===== src/rtl/pifo_pkg.sv =====
// Shared types and constants for the PIFO front-end controller.
package pifo_pkg;

  typedef enum logic [1:0] {
    EMPTY  = 2'd0,
    HOLD   = 2'd1,
    SETTLE = 2'd2
  } deq_state_e;

  localparam int unsigned STATS_CNT_WIDTH = 32;

endpackage


===== src/rtl/pifo_io_ctrl_rr_arbiter.sv =====
// Combinational round-robin search: first requester at or after ptr wins.
module rr_arbiter #(
  parameter int unsigned NUM_PORTS = 4,
  localparam int unsigned PW = $clog2(NUM_PORTS)
) (
  input  logic [NUM_PORTS-1:0] req,
  input  logic                 en,
  input  logic [PW-1:0]        ptr,
  output logic [NUM_PORTS-1:0] grant,
  output logic [PW-1:0]        grant_idx
);

  int unsigned idx;
  logic        found;

  always_comb begin
    grant     = '0;
    grant_idx = '0;
    found     = 1'b0;
    idx       = 0;
    for (int unsigned k = 0; k < NUM_PORTS; k++) begin
      idx = (32'(ptr) + k) % NUM_PORTS;
      if (en && !found && req[idx]) begin
        found      = 1'b1;
        grant[idx] = 1'b1;
        grant_idx  = idx[PW-1:0];
      end
    end
  end

endmodule


===== src/rtl/pifo_io_ctrl.sv =====
// PIFO front end: round-robin insert arbitration, occupancy tracking and a
// one-entry dequeue register. Define PIFO_IO_CTRL_STATS_EN for event counters.
module pifo_io_ctrl
  import pifo_pkg::*;
#(
  parameter int unsigned NUM_PORTS   = 4,
  parameter int unsigned RANK_WIDTH  = 10,
  parameter int unsigned META_WIDTH  = 20,
  parameter int unsigned L2_MAX_SIZE = 5
) (
  input  logic                             clk,
  input  logic                             rst_n,
  input  logic [NUM_PORTS-1:0]             enq_valid,
  input  logic [NUM_PORTS*RANK_WIDTH-1:0]  enq_rank,
  input  logic [NUM_PORTS*META_WIDTH-1:0]  enq_meta,
  output logic [NUM_PORTS-1:0]             enq_ready,
  output logic                             deq_valid,
  input  logic                             deq_ready,
  output logic [RANK_WIDTH-1:0]            deq_rank,
  output logic [META_WIDTH-1:0]            deq_meta,
  output logic                             pifo_insert,
  output logic                             pifo_remove,
  output logic [RANK_WIDTH-1:0]            pifo_rank_in,
  output logic [META_WIDTH-1:0]            pifo_meta_in,
  input  logic [RANK_WIDTH-1:0]            pifo_rank_out,
  input  logic [META_WIDTH-1:0]            pifo_meta_out,
  input  logic                             pifo_valid_out,
  input  logic                             pifo_busy,
  input  logic                             pifo_full,
`ifdef PIFO_IO_CTRL_STATS_EN
  output logic [STATS_CNT_WIDTH-1:0]       enq_cnt,
  output logic [STATS_CNT_WIDTH-1:0]       deq_cnt,
  output logic [STATS_CNT_WIDTH-1:0]       blocked_cnt,
`endif
  output logic [L2_MAX_SIZE:0]             occupancy
);

  localparam int unsigned PW = $clog2(NUM_PORTS);
  localparam logic [L2_MAX_SIZE:0] CAPACITY = {1'b1, {L2_MAX_SIZE{1'b0}}};

  deq_state_e           state;
  logic [PW-1:0]        rr_ptr;
  logic [PW-1:0]        grant_idx;
  logic [NUM_PORTS-1:0] grant;
  logic                 eligible;

  // Gating with rst_n keeps grants off while reset is held.
  assign eligible = rst_n & ~pifo_busy & ~pifo_full & (occupancy != CAPACITY);

  rr_arbiter #(.NUM_PORTS(NUM_PORTS)) u_arb (
    .req       (enq_valid),
    .en        (eligible),
    .ptr       (rr_ptr),
    .grant     (grant),
    .grant_idx (grant_idx)
  );

  assign enq_ready   = grant;
  assign pifo_insert = |grant;
  assign pifo_remove = (state == EMPTY) & pifo_valid_out & (occupancy != '0);

  always_comb begin
    pifo_rank_in = '0;
    pifo_meta_in = '0;
    if (pifo_insert) begin
      pifo_rank_in = enq_rank[grant_idx*RANK_WIDTH +: RANK_WIDTH];
      pifo_meta_in = enq_meta[grant_idx*META_WIDTH +: META_WIDTH];
    end
  end

  always_ff @(posedge clk or negedge rst_n) begin
    if (!rst_n) begin
      rr_ptr <= '0;
    end else if (pifo_insert) begin
      rr_ptr <= (32'(grant_idx) == NUM_PORTS - 1) ? '0 : grant_idx + 1'b1;
    end
  end

  always_ff @(posedge clk or negedge rst_n) begin
    if (!rst_n) begin
      occupancy <= '0;
    end else if (pifo_insert && !pifo_remove) begin
      occupancy <= occupancy + 1'b1;
    end else if (!pifo_insert && pifo_remove) begin
      occupancy <= occupancy - 1'b1;
    end
  end

  // SETTLE gives the PIFO one idle cycle to refresh its registered head.
  always_ff @(posedge clk or negedge rst_n) begin
    if (!rst_n) begin
      state     <= EMPTY;
      deq_valid <= 1'b0;
      deq_rank  <= '0;
      deq_meta  <= '0;
    end else begin
      case (state)
        EMPTY: if (pifo_remove) begin
          deq_rank  <= pifo_rank_out;
          deq_meta  <= pifo_meta_out;
          deq_valid <= 1'b1;
          state     <= HOLD;
        end
        HOLD: if (deq_ready) begin
          deq_valid <= 1'b0;
          state     <= SETTLE;
        end
        SETTLE: state <= EMPTY;
        default: begin
          deq_valid <= 1'b0;
          state     <= EMPTY;
        end
      endcase
    end
  end

`ifdef PIFO_IO_CTRL_STATS_EN
  always_ff @(posedge clk or negedge rst_n) begin
    if (!rst_n) begin
      enq_cnt     <= '0;
      deq_cnt     <= '0;
      blocked_cnt <= '0;
    end else begin
      if (pifo_insert && enq_cnt != '1) enq_cnt <= enq_cnt + 1'b1;
      if (deq_valid && deq_ready && deq_cnt != '1) deq_cnt <= deq_cnt + 1'b1;
      if (|enq_valid && !pifo_insert && blocked_cnt != '1) blocked_cnt <= blocked_cnt + 1'b1;
    end
  end
`endif

endmodule


===== config.mk =====
export PLATFORM = sky130hd
export DESIGN_NAME = pifo_io_ctrl
export DESIGN_NICKNAME = d
export VERILOG_FILES = /design/src/rtl/pifo_pkg.sv /design/src/rtl/pifo_io_ctrl_rr_arbiter.sv /design/src/rtl/pifo_io_ctrl.sv
export SDC_FILE = /design/constraint.sdc
export NUM_CORES = 1
export LEC_CHECK = 0
export ABC_AREA = 1
export CORE_ASPECT_RATIO = 1.4
export CORE_MARGIN = 2
export CORE_UTILIZATION = 39
export DETAILED_ROUTE_END_ITERATION = 16
export GPL_TIMING_DRIVEN = 1
export PLACE_DENSITY = 0.93
export SLEW_MARGIN = 10
export SYNTH_ARGS = -nofsm -noshare
export SYNTH_HDL_FRONTEND = slang
export SYNTH_HIERARCHICAL = 1
export SYNTH_SLANG_ARGS = --single-unit

===== constraint.sdc =====
create_clock -name clk -period 5.6 [get_ports clk]
set_input_delay 1.4 -clock clk [delete_from_list [all_inputs] [get_ports clk]]
set_output_delay 1.4 -clock clk [all_outputs]
set_load 0.1 [all_outputs]

# Word-level counts from Yosys, hierarchy flattened
# Cells that the tools add are included.
dict set report word_totals {
  regBits 41
  out_inout_bits 73
  inputBits 160
}
dict set report classes {
  magnitude_cmp 8
  mux 38
  add_sub_neg 6
  n_shift 2
  n_eq_ne 6
  reduce_logical 25
  n_bitwise 11
  mul 2
}
# operator count
set ops {}
lappend ops {{$shiftx 80x8->20} 1}
lappend ops {{$shiftx 40x7->10} 1}
lappend ops {{$mux 20} 1}
lappend ops {{$mux 4} 4}
lappend ops {{$mux 2} 7}
lappend ops {{$logic_and 1x1->1} 13}
lappend ops {{$mux 1} 13}
lappend ops {{$lt 2x3->1 const B} 4}
lappend ops {{$mux 6} 2}
lappend ops {{$or 4x4->4} 3}
lappend ops {{$mul 2x3->5 const B} 2}
lappend ops {{$mux 10} 1}
lappend ops {{$bmux 1 s2} 4}
lappend ops {{$demux 1 s2} 4}
lappend ops {{$ge 2x1->1 const B} 4}
lappend ops {{$add 6x1->6 const B} 1}
lappend ops {{$ne 6x6->1 const B} 1}
lappend ops {{$reduce_bool 6->1} 1}
lappend ops {{$sub 6x1->6 const B} 1}
lappend ops {{$and 1x1->1} 5}
lappend ops {{$logic_not 1->1} 5}
lappend ops {{$add 2x1->2 const B} 2}
lappend ops {{$add 2x2->2 const B} 2}
lappend ops {{$eq 2x2->1 const B} 2}
lappend ops {{10 further kinds} 14}

# Depth between registers and ports, before layout
dict set report logic_depth {
  word_depth 23
  ltp_mapped 22
  ltp_nobuf 22
}

# By module
# The synthesis kept the hierarchy.
# module seq_area_each_um2 cells_per_inst n_inst area_each_um2
set modules_own_cells {}
lappend modules_own_cells {pifo_io_ctrl 1026.0 452 1 2855.2}
lappend modules_own_cells {rr_arbiter 0.0 82 1 505.5}

# Least setup slack after synthesis
# OpenSTA, ideal clock, no wires.
dict set report synth_path {
  path_type {input to output}
  from {input pifo_full}
  to {output pifo_meta_in[0]}
  arrival_time_ps 5830
  stages 14
  t_required_ps 4200
  slack_ps -1630
  n_path_buf 1
  cell_sequence {inv_1 -> nand2_1 -> nor3_1 -> inv_1 -> nor2_1 -> nand2_1 -> nand2_1 -> inv_1 -> nand3_1 -> nor2_1 -> nand2_1 -> inv_1 -> buf_2 -> a21oi_1}
}
dict set report synth_via {
  elab_cells_between_ends 31
  classes_between {1 x mul; 1 x shift; 12 x mux; 6 x bitwise; 11 x reduce/logical}
}
# item line_no
set synth_rtl {}
lappend synth_rtl {{from (decl)} pifo_io_ctrl.sv:29} ;# input logic pifo_full,
lappend synth_rtl {{$not 1->1 (*)} pifo_io_ctrl.sv:48} ;# assign eligible = rst_n & ~pifo_busy & ~pifo_full & (occupancy != CAPACITY);
lappend synth_rtl {{$and 1x1->1 (*) (2 in series)} pifo_io_ctrl.sv:48}
lappend synth_rtl {{via eligible} pifo_io_ctrl.sv:45} ;# logic eligible;
lappend synth_rtl {{$logic_and 1x1->1} pifo_io_ctrl_rr_arbiter.sv:23} ;# if (en && !found && req[idx]) begin
lappend synth_rtl {{$mux 1} pifo_io_ctrl_rr_arbiter.sv:23}
lappend synth_rtl {{$logic_not 1->1} pifo_io_ctrl_rr_arbiter.sv:23}
lappend synth_rtl {{$logic_and 1x1->1 (2 in series)} pifo_io_ctrl_rr_arbiter.sv:23}
lappend synth_rtl {{$mux 1} pifo_io_ctrl_rr_arbiter.sv:23}
lappend synth_rtl {{[3 not listed]} n/a}
lappend synth_rtl {{$mux 1} pifo_io_ctrl_rr_arbiter.sv:23}
lappend synth_rtl {{$logic_not 1->1} pifo_io_ctrl_rr_arbiter.sv:23}
lappend synth_rtl {{$logic_and 1x1->1 (2 in series)} pifo_io_ctrl_rr_arbiter.sv:23}
lappend synth_rtl {{$mux 4 (*)} pifo_io_ctrl_rr_arbiter.sv:23}
lappend synth_rtl {{via enq_ready[3]} pifo_io_ctrl.sv:16} ;# output logic [NUM_PORTS-1:0] enq_ready,
lappend synth_rtl {{$reduce_or 4->1 (*)} pifo_io_ctrl.sv:59} ;# assign pifo_insert = |grant;
lappend synth_rtl {{via pifo_insert} pifo_io_ctrl.sv:21} ;# output logic pifo_insert,
lappend synth_rtl {{$mux 20 (*)} pifo_io_ctrl.sv:65} ;# if (pifo_insert) begin
lappend synth_rtl {{to (decl)} pifo_io_ctrl.sv:24} ;# output logic [META_WIDTH-1:0] pifo_meta_in,
# The timed path passes the listed nets; every way through them passes the cells marked *.

# Worst setup path in the final report
dict set report layout_path {
  from {input enq_valid[1]}
  to {output pifo_meta_in[16]}
}
dict set report layout_via {
  elab_chain_len 19
  elab_cells_between_ends 36
  classes_between {1 x mul; 1 x shift; 20 x mux; 3 x bitwise; 11 x reduce/logical}
}
# item line_no
set layout_rtl {}
lappend layout_rtl {{from (decl)} pifo_io_ctrl.sv:13} ;# input logic [NUM_PORTS-1:0] enq_valid,
lappend layout_rtl {{$bmux 1 s2} pifo_io_ctrl_rr_arbiter.sv:23}
lappend layout_rtl {{$mux 1 (not written as such)} pifo_io_ctrl_rr_arbiter.sv:23}
lappend layout_rtl {{$logic_and 1x1->1} pifo_io_ctrl_rr_arbiter.sv:23}
lappend layout_rtl {{$mux 1} pifo_io_ctrl_rr_arbiter.sv:23}
lappend layout_rtl {{$logic_not 1->1} pifo_io_ctrl_rr_arbiter.sv:23}
lappend layout_rtl {{$logic_and 1x1->1 (2 in series)} pifo_io_ctrl_rr_arbiter.sv:23}
lappend layout_rtl {{$mux 1} pifo_io_ctrl_rr_arbiter.sv:23}
lappend layout_rtl {{$logic_not 1->1} pifo_io_ctrl_rr_arbiter.sv:23}
lappend layout_rtl {{$logic_and 1x1->1 (2 in series)} pifo_io_ctrl_rr_arbiter.sv:23}
lappend layout_rtl {{$mux 1} pifo_io_ctrl_rr_arbiter.sv:23}
lappend layout_rtl {{$logic_not 1->1} pifo_io_ctrl_rr_arbiter.sv:23}
lappend layout_rtl {{$logic_and 1x1->1 (2 in series)} pifo_io_ctrl_rr_arbiter.sv:23}
lappend layout_rtl {{$mux 2 (*)} pifo_io_ctrl_rr_arbiter.sv:23}
lappend layout_rtl {{via grant_idx[0]} pifo_io_ctrl.sv:43} ;# logic [PW-1:0] grant_idx;
lappend layout_rtl {{$mul 2x3->5 (*)} pifo_io_ctrl.sv:67} ;# pifo_meta_in = enq_meta[grant_idx*META_WIDTH +: META_WIDTH];
lappend layout_rtl {{$shiftx 80x8->20 (*)} pifo_io_ctrl.sv:67}
lappend layout_rtl {{$mux 20 (*)} pifo_io_ctrl.sv:65}
# The timed path passes the listed nets; every way through them passes the cells marked *. The select of a mux whose other input is x is not followed.

==> flow_results.xml <==
<?xml version="1.0" encoding="UTF-8"?>
<metrics>
  <group name="status">
    <metric name="run_status" unit="">completed</metric>
  </group>
  <group name="logic_synthesis">
    <metric name="synthCells" unit="">534</metric>
    <metric name="synth_fp_nets" unit="">709</metric>
    <metric name="syn_area" unit="um^2">3360</metric>
    <metric name="synth.largest_area_cell" unit="">sky130_fd_sc_hd__dfrtp_1</metric>
    <metric name="syn_avg_cell_area" unit="um^2">6.29</metric>
    <metric name="synth.ff_latch_count" unit="">41</metric>
    <metric name="synth_top_area_frac" unit="">0.305</metric>
    <metric name="ys_seq_area_frac" unit="">0.305</metric>
    <metric name="synth_cell_types" unit="">30</metric>
    <metric name="yosys-top-cells-area" unit="">sky130_fd_sc_hd__dfrtp_1 31%, sky130_fd_sc_hd__nand2_1 16%, sky130_fd_sc_hd__nor2_1 15%</metric>
    <metric name="yosysWarnings" unit="">6</metric>
  </group>
  <group name="floorplan">
    <metric name="die_width" unit="um">82.5</metric>
    <metric name="die_area" unit="um^2">9390</metric>
    <metric name="die_height" unit="um">114</metric>
    <metric name="num_io_pins" unit="">233</metric>
    <metric name="initial_core_util" unit="">0.397</metric>
    <metric name="number_of_cell_rows" unit="">40</metric>
    <metric name="core" unit="um^2">8460</metric>
  </group>
  <group name="sta">
    <metric name="max_slew_margin" unit="">0.331</metric>
    <metric name="setup-violations-final" unit="">0</metric>
    <metric name="layout_setup_ws" unit="ns">0.158</metric>
    <metric name="timing.final.crit_period" unit="ns">5.44</metric>
    <metric name="hold_violations" unit="">0</metric>
    <metric name="clock-skew-final" unit="ns">0.00174</metric>
    <metric name="rsz_0062_raised_after_global_routing" unit="">yes</metric>
    <metric name="timing_worst_slew_pin_value" unit="ns">1.00</metric>
    <metric name="setup_tns" unit="ns">0</metric>
    <metric name="fin_hold_ws" unit="ns">0.474</metric>
    <metric name="maxSlewViolCount" unit="">0</metric>
    <metric name="final.period_utilization" unit="">0.972</metric>
    <metric name="clock.fmax" unit="MHz">184</metric>
  </group>
  <group name="place">
    <metric name="port_buffers" unit="">232</metric>
    <metric name="detailed_placer_s_ending_hpwl" unit="um">12200</metric>
    <metric name="placement.cell_area" unit="um^2">6500</metric>
    <metric name="gpl.final_weighted_congestion" unit="">1.02</metric>
    <metric name="place_worst_setup_slack" unit="ns">0.108</metric>
  </group>
  <group name="clock_network">
    <metric name="clock_latency" unit="ns">0.28</metric>
    <metric name="numCtsBuffers" unit="">5</metric>
    <metric name="cts_root_buffer" unit="">sky130_fd_sc_hd__clkbuf_16</metric>
    <metric name="hold_buffers" unit="">0</metric>
    <metric name="htree_num_levels" unit="">2</metric>
    <metric name="cts.sinks" unit="">41</metric>
    <metric name="tritoncts_clock_tree" unit="">done</metric>
    <metric name="clock_edge_transition_at_the_registers_on_the_reported_setup_and_hold_paths" unit="ns">0.06</metric>
    <metric name="setup_buffers_after_cts" unit="">0</metric>
    <metric name="clock_path_buffers" unit="">2</metric>
    <metric name="cts_resized" unit="">0</metric>
  </group>
  <group name="hold_path">
    <metric name="min_path_type" unit="">reg2reg</metric>
  </group>
  <group name="global_routing">
    <metric name="grt_pass1_wl" unit="um">23000</metric>
    <metric name="grt_antenna_before_repair" unit="">0</metric>
    <metric name="pin_count_of_the_biggest_net_entering_global_routing" unit="">42</metric>
    <metric name="first_global_vias" unit="">4679</metric>
    <metric name="grt.overflow.total" unit="">0</metric>
    <metric name="grt.total_usage" unit="">0.324</metric>
  </group>
  <group name="critical_path">
    <metric name="startpoint_to_endpoint_class_of_the_critical_path" unit="">in2out</metric>
    <metric name="timing.critical_path.buf_inv" unit="">4</metric>
    <metric name="critPathRequiredTime" unit="ns">4.20</metric>
    <metric name="cp_cell_sequence" unit="">clkdlybuf4s50_1 &gt; nand2_1 &gt; nand3_1 &gt; and2_1 &gt; nand3_1 &gt; nand3_4 &gt; buf_4 &gt; buf_4 &gt; nor2_1 &gt; nor2_1 &gt; o21ai_0 &gt; a21oi_4 &gt; buf_12</metric>
    <metric name="slowest_stage" unit="">sky130_fd_sc_hd__clkdlybuf4s50_1</metric>
    <metric name="crit_path_max_incr_delay" unit="ns">0.51</metric>
    <metric name="path_max_fanout" unit="">12</metric>
    <metric name="critPathLaunchType" unit="">input pin</metric>
    <metric name="setup.worst_path.end_class" unit="">output port</metric>
    <metric name="data_arrival_critical_path" unit="ns">4.04</metric>
    <metric name="worst_path_dominant_cell_family" unit="">simple AND/OR/NAND/NOR gates</metric>
  </group>
  <group name="cells_and_area">
    <metric name="finish.net_count" unit="">934</metric>
    <metric name="final_layout_size_suffix_gt1_frac" unit="">0.149</metric>
    <metric name="antenna_cells" unit="">0</metric>
    <metric name="layout.cells.most_common" unit="">sky130_fd_sc_hd__clkdlybuf4s50_1</metric>
    <metric name="most-common-layout-cells" unit="">195 x sky130_fd_sc_hd__clkdlybuf4s50_1, 139 x sky130_fd_sc_hd__nand2_1, 130 x sky130_fd_sc_hd__nor2_1, 54 x sky130_fd_sc_hd__o21ai_0, 41 x sky130_fd_sc_hd__dfrtp_1</metric>
    <metric name="layout.core_utilization" unit="">0.787</metric>
    <metric name="fill_cells" unit="">530</metric>
    <metric name="layout.cell_area.non_filler" unit="um^2">6650</metric>
    <metric name="area_growth_syn_to_layout" unit="%">98.0</metric>
  </group>
  <group name="power_and_ir_drop">
    <metric name="worst_ir_drop_vdd" unit="uV">570</metric>
    <metric name="cellLeakagePower" unit="nW">2.92</metric>
    <metric name="power.density_cell_area" unit="nW/um^2">609</metric>
  </group>
  <group name="drt">
    <metric name="routed.top_layer" unit="">met4</metric>
    <metric name="post-route-drc-count" unit="">0</metric>
    <metric name="detail_route.iter0.violations" unit="">273</metric>
    <metric name="ant_nets" unit="">0</metric>
    <metric name="vias" unit="">4569</metric>
    <metric name="wl" unit="um">15400</metric>
    <metric name="avgViaCountPerCell" unit="">5.29</metric>
    <metric name="routed-wl-met3" unit="um">1960</metric>
    <metric name="routedWlPerCell" unit="um">17.9</metric>
    <metric name="routedLengthMet1" unit="um">5170</metric>
    <metric name="first_pass_iters" unit="">5</metric>
    <metric name="detailroute.wirelength.met2" unit="um">7300</metric>
  </group>
  <group name="job">
    <metric name="timing.max_cap.violations" unit="">0</metric>
  </group>
</metrics>
[through the flow]
| stage | std cells | power [W] |
|---|---|---|
| 5_1_grt | 864 | 0.00423 |
| 3_5_place_dp | 857 | 0.00374 |
| 3_3_place_gp | 857 | 0.00365 |
| 4_1_cts | 864 | 0.00405 |
| 6_report | 864 | 0.00405 |
| 2_1_floorplan | 534 | 0.00283 |
[final timing paths]
| check | from | endpoint | slack (ns) | depth (start not counted) |
|---|---|---|---|---|
| setup / recovery | enq_valid[1] | pifo_meta_in[16] | 0.16 | 13 |
| hold / removal | deq_meta[16] | deq_meta[16] | 0.47 | 2 |
| setup reg to reg | rr_ptr[0] | occupancy[4] | 1.82 | 19 |
| hold reg to reg | deq_meta[16] | deq_meta[16] | 0.47 | 2 |
| max in group asynchronous | rst_n | deq_meta[16] | 4.00 | 2 |
| min in group asynchronous | rst_n | occupancy[1] | 1.23 | 2 |
[cell families after synthesis]
logic type	Yosys count	share of synthesized area
AO/OA/AOI/OAI	97	0.146
AND/OR/NAND/NOR	321	0.398
XOR/XNOR	2	0.00521
adder cells (fa/ha/maj)	15	0.0581
flip-flops	41	0.305
buffers and inverters	58	0.0882
[per-layer routing]
layer / vias to the layer above / GRT usage
li1: 2158 / -
met3: 69 / 0.138
met4: 0 / 0.208
met1: 2070 / 0.315
met5: - / 0
met2: 272 / 0.545
[final cells by class]
type / count / area [um^2] / area share
timing repair buffer: 248 / 2810 / 0.422
multi-input combinational: 435 / 2430 / 0.365
sequential: 41 / 1030 / 0.154
clock buffer: 6 / 139 / 0.0209
tap: 105 / 131 / 0.0197
inverter: 28 / 108 / 0.0162
clock inverter: 1 / 7.51 / 0.00113
[registers in the layout, summed over array words and instances (netlist names)]
register and flops:
occupancy 6, rr_ptr 2, state 2, deq_valid 1
deq_meta 20, deq_rank 10
[report_power, final]
group          switching [W]  internal [W]  leakage [nW]
clock               0.000113      0.000175        0.0690
sequential          0.000116      0.000440         0.506
combinational        0.00231      0.000895          2.34
total                0.00254       0.00151          2.92
[synth_stat cells]
master                     instances
sky130_fd_sc_hd__buf_4             7
sky130_fd_sc_hd__a21oi_1          33
sky130_fd_sc_hd__o21ai_1           5
sky130_fd_sc_hd__o21ai_0          57
sky130_fd_sc_hd__nor3b_1           1
sky130_fd_sc_hd__fa_1              1
sky130_fd_sc_hd__buf_6             5
sky130_fd_sc_hd__nand3b_1          1
sky130_fd_sc_hd__buf_2             6
sky130_fd_sc_hd__nand2_4           2
sky130_fd_sc_hd__nor2_8            1
sky130_fd_sc_hd__ha_1             14
sky130_fd_sc_hd__clkbuf_1          6
sky130_fd_sc_hd__inv_1            23
sky130_fd_sc_hd__nand3_1          29
sky130_fd_sc_hd__nand2_1         140
sky130_fd_sc_hd__clkbuf_2          6
sky130_fd_sc_hd__nor2_4            1
sky130_fd_sc_hd__nand4_1           6
sky130_fd_sc_hd__and2_1            1
sky130_fd_sc_hd__dfrtp_1          41
sky130_fd_sc_hd__o31ai_1           1
sky130_fd_sc_hd__xor2_1            1
sky130_fd_sc_hd__nor3_1            2
sky130_fd_sc_hd__nand2_2           4
sky130_fd_sc_hd__inv_2             5
sky130_fd_sc_hd__xnor2_1           1
sky130_fd_sc_hd__o22ai_1           1
sky130_fd_sc_hd__nor2_1          130
sky130_fd_sc_hd__nand3_2           3
[worst reg2reg max path: stages (launching register included)]
cell and delay [ns]:
sky130_fd_sc_hd__dfrtp_1 0.59, sky130_fd_sc_hd__inv_2 0.20, sky130_fd_sc_hd__ha_1 0.39, sky130_fd_sc_hd__inv_1 0.13, sky130_fd_sc_hd__nand3_2 0.17, sky130_fd_sc_hd__nand2_1 0.12, sky130_fd_sc_hd__inv_2 0.05, sky130_fd_sc_hd__nor2_4 0.24
sky130_fd_sc_hd__nand3_1 0.20, sky130_fd_sc_hd__nand3_4 0.15, sky130_fd_sc_hd__nor2_1 0.08, sky130_fd_sc_hd__nand2_4 0.10, sky130_fd_sc_hd__ha_1 0.19, sky130_fd_sc_hd__inv_1 0.13, sky130_fd_sc_hd__fa_1 0.43, sky130_fd_sc_hd__nand2_1 0.11
sky130_fd_sc_hd__a21oi_1 0.11, sky130_fd_sc_hd__o21ai_0 0.19, sky130_fd_sc_hd__nand3_1 0.10, sky130_fd_sc_hd__nand2_1 0.07
No activity file was read; power rests on OpenSTA's default activity.
